**src/rtl/word_to_byte_serializer.sv**
```systemverilog
// Word-to-byte serializer: one WIDTH-bit word in, NBYTES bytes out MSB first.
// A frame's last flag rides on the final byte of the word that carried it.
module word_to_byte_serializer #(
    parameter int WIDTH = 32
) (
    input  logic             clk,
    input  logic             reset,
    input  logic [WIDTH-1:0] data_in,
    input  logic             in_valid,
    input  logic             in_last,
    output logic             in_ready,
    output logic [7:0]       data_out,
    output logic             out_valid,
    output logic             out_last,
    input  logic             out_ready
);
    localparam int NBYTES = WIDTH / 8;
    localparam int CW = (NBYTES > 1) ? $clog2(NBYTES) : 1;
    localparam logic [CW-1:0] LAST_CNT = CW'(NBYTES - 1);

    typedef enum logic {IDLE, BUSY} state_t;

    state_t           state_q;
    logic [WIDTH-1:0] shreg_q;
    logic [CW-1:0]    cnt_q;
    logic             last_q;

    logic fin;
    logic in_xfer;
    logic out_xfer;

    assign fin       = (cnt_q == LAST_CNT);
    assign data_out  = shreg_q[WIDTH-1:WIDTH-8];
    assign out_valid = (state_q == BUSY);
    assign out_last  = (state_q == BUSY) & last_q & fin;
    assign out_xfer  = out_valid & out_ready;

    // Reloading on the final byte's transfer keeps the byte stream gapless.
    assign in_ready = ~reset & ((state_q == IDLE) |
                                ((state_q == BUSY) & fin & out_ready));
    assign in_xfer  = in_valid & in_ready;

    always_ff @(posedge clk) begin
        if (reset) begin
            state_q <= IDLE;
            shreg_q <= '0;
            cnt_q   <= '0;
            last_q  <= 1'b0;
        end else begin
            unique case (state_q)
                IDLE: begin
                    if (in_xfer) begin
                        shreg_q <= data_in;
                        last_q  <= in_last;
                        cnt_q   <= '0;
                        state_q <= BUSY;
                    end
                end
                BUSY: begin
                    if (out_xfer) begin
                        if (!fin) begin
                            shreg_q <= shreg_q << 8;
                            cnt_q   <= cnt_q + 1'b1;
                        end else if (in_xfer) begin
                            shreg_q <= data_in;
                            last_q  <= in_last;
                            cnt_q   <= '0;
                        end else begin
                            state_q <= IDLE;
                        end
                    end
                end
                default: state_q <= IDLE;
            endcase
        end
    end
endmodule

```
**config.mk**
```make
export PLATFORM = sky130hd
export DESIGN_NAME = word_to_byte_serializer
export DESIGN_NICKNAME = d
export VERILOG_FILES = /design/src/rtl/word_to_byte_serializer.sv
export SDC_FILE = /design/constraint.sdc
export NUM_CORES = 1
export LEC_CHECK = 0
export CAP_MARGIN = 20
export CORE_UTILIZATION = 45
export DETAILED_ROUTE_END_ITERATION = 10
export HOLD_SLACK_MARGIN = 0.03
export PLACE_DENSITY = 0.74
export SLEW_MARGIN = 30
export SYNTH_ARGS = -nofsm -noshare
export SYNTH_HDL_FRONTEND = slang
export SYNTH_SLANG_ARGS = --single-unit
export TNS_END_PERCENT = 30
```
**constraint.sdc**
```tcl
create_clock -name clk -period 2.3 [get_ports clk]
set_clock_uncertainty 0.1 [all_clocks]
set_input_delay 0.345 -clock clk [delete_from_list [all_inputs] [get_ports clk]]
set_output_delay 0.345 -clock clk [all_outputs]
set_load 0.1 [all_outputs]
```
==> qor.txt <==
Mapped Nets: 246
Seq cells post-synth: 36
DR vias: 1733
CP arrival: 1.60 ns
hold depth: 2
first-pass GRT wire length: 7730 microns
Via density: 5.93
setup TNS: 0 ns
Die W: 68.5 microns
First-pass DRT Iterations: 4
Tot Pwr: 1.66 mW
Crit Path Max Fanout: 13
Inserted Clock Buffers: 5
antenna-violating nets left: 0
Placeable Area: 4120 sq um
RR Startpoint: out_valid
Crit Path Category: reg2out
R2R Setup Slk: 0.46 ns
Critical Path Start: out_valid
drt initial violations: 142
CP top delay family: flip-flops
worst hold path type: reg2reg
layout cell share with drive strength beyond 1: 0.231
H-tree Lvls: 2
Ports: 48
VDD IR max: 0.402 mV
clk slew on worst S/H paths: 0.08 ns
Max Transition Viols Final: 0
vias in the first global route: 1593
DRC: 0
pwr dens: 655 nW/um^2
clk buf depth: 2
run status: finished, final reports clean
Distinct cells, synth: 32
period utilization: 0.890
hold-fix buffers at CTS: 0
port buffer count: 47
HP Start: shreg_q[5]
RSZ-0062 raised after global routing: false
Buf/Inv on CP: 2
worst hold path endpoint: shreg_q[5]
Worst R2R Path Depth: 5
Routed WL: 4790 microns
antenna violations before repair: 0
Net count, final: 280
gr usage total: 0.226
most frequent cells in the layout: dfxtp_1 (36), clkdlybuf4s50_1 (36), o21ai_0 (24)
CP max stage cell: dfxtp_1
RR Endpoint: shreg_q[23]
synth warn: 0
Static Leak: 0.946 nW
ant diodes: 0
syn avg cell area: 9.56 sq um
CTS root buf: clkbuf_8
insertion delay to the later sink of the worst-skew pair: 0.29 ns
area delta synth->final: 27.3%
HPWL after DPL: 3210 microns
Worst Tran Pin Value: 0.486 ns
clock period minus final worst setup slack: 2.05 ns
relative slew slack: 0.676
register area share after synthesis: 0.362
drt wl/cell: 16.4 microns
kind of start point of the critical path: register
CTS resizes: 0
highest clock rate: 489 MHz
die footprint: 4690 sq um
Hold Fails Final Rpt: 0
Final setup viols: 0
total gr overflow: 0
CP cell instances: buf_4, and3_1, buf_12
max_cap viols: 0
largest net degree at the start of global routing: 30
Worst Setup End Kind: primary output
TritonCTS clock tree: yes
clock sinks: 36
GPL Wtd Cong: 0.767
max incr delay on CP: 0.63 ns
Syn Inst Count: 208
chip height: 68.5 microns
Post-Synthesis Cell Area: 1990 sq um
post-CTS setup buffer count: 0
worst path required time: 1.86 ns
FP Rows: 23
Starting Density: 0.483
[sequential cells by signal, indices dropped and copies added (netlist names)]
signal and flops:
shreg_q 32, last_q 1, out_valid 1, cnt_q 2
[through the flow]
| stage | hold WS [ns] | utilization | cell area, sq um | std cells | setup slack, ns |
|---|---|---|---|---|---|
| detailed placement | 0.383 | 0.592 | 2430 | 285 | 0.161 |
| CTS | 0.399 | 0.615 | 2530 | 292 | 0.267 |
| floorplan | 0.344 | - | 1990 | 208 | -0.235 |
| finish | 0.401 | 0.615 | 2530 | 292 | 0.254 |
| global route | 0.427 | 0.615 | 2530 | 292 | 0.187 |
| global placement | 0.370 | 0.592 | 2430 | 285 | 0.239 |
[metal layers]
| layer | vias up | share of wire | track usage |
|---|---|---|---|
| li1 | 852 | - | - |
| met4 | 0 | 0.014 | 0.0911 |
| met3 | 7 | 0.056 | 0.0433 |
| met2 | 60 | 0.44 | 0.353 |
| met5 | - | 0 | 0 |
| met1 | 814 | 0.49 | 0.301 |
[worst register-to-register path, cell delays in order (launching register included)]
cell and delay, ns:
dfxtp_1 0.63, a21boi_4 0.31, nand2b_1 0.18, buf_12 0.21, a221oi_2 0.10, a211oi_1 0.23
[where the power goes]
part	internal (mW)	leakage [nW]	total [mW]	switching (mW)
Clock	0.267	0.0503	0.501	0.234
Sequential	0.670	0.297	0.713	0.0432
Combinational	0.192	0.599	0.443	0.251
[worst max-delay path by stage]
stage | slack (ns) | endpoint | cells after the start
after floorplan | -0.23 | out_last | 2
after global placement | 0.24 | shreg_q[10] | 6
after detailed placement | 0.16 | shreg_q[14] | 6
after CTS | 0.27 | out_last | 3
after global routing | 0.19 | out_last | 4
final | 0.25 | out_last | 3
[kinds of logic after synthesis]
| group | after synthesis | synth area share |
|---|---|---|
| and+or+nand+nor | 51 | 0.137 |
| AOI/OAI and AO/OA | 83 | 0.367 |
| adders and majority gates | 1 | 0.00629 |
| muxes | 2 | 0.0101 |
| DFF | 36 | 0.362 |
| buffers and inverters | 34 | 0.113 |
| xor gates and xnor gates | 1 | 0.00441 |
[cells in the mapped netlist]
master | count | share of area
nor2_1 | 14 | 0.026
nand2_1 | 4 | 0.0075
mux2i_1 | 2 | 0.010
nor2b_1 | 1 | 0.0031
nor3_1 | 2 | 0.0050
nand3b_1 | 1 | 0.0038
inv_2 | 1 | 0.0019
a22oi_1 | 8 | 0.030
nand2b_1 | 3 | 0.0094
buf_4 | 12 | 0.045
a21boi_4 | 1 | 0.0094
and2b_1 | 1 | 0.0038
inv_1 | 1 | 0.0019
o21ai_2 | 1 | 0.0044
clkbuf_1 | 12 | 0.023
a221oi_2 | 20 | 0.15
buf_6 | 2 | 0.011
xor2_1 | 1 | 0.0044
buf_1 | 1 | 0.0019
a211oi_1 | 23 | 0.087
a21oi_2 | 1 | 0.0044
clkbuf_2 | 1 | 0.0025
ha_1 | 1 | 0.0063
buf_2 | 2 | 0.0050
dfxtp_1 | 36 | 0.36
buf_12 | 2 | 0.020
a221oi_1 | 4 | 0.018
and3_1 | 1 | 0.0031
o21ai_1 | 1 | 0.0025
or3_1 | 23 | 0.072
nand3_1 | 1 | 0.0025
o21ai_0 | 24 | 0.060
[area by class of cell]
class                           instances  area (sq um)
Clock buffer                            7          96.3
Fill cell                             370          1580
Inverter                                2          7.51
Multi-Input combinational cell        138          1050
Sequential cell                        36           721
Tap cell                               50          62.6
Timing Repair Buffer                   59           596
No activity file was read; power rests on OpenSTA's default activity.
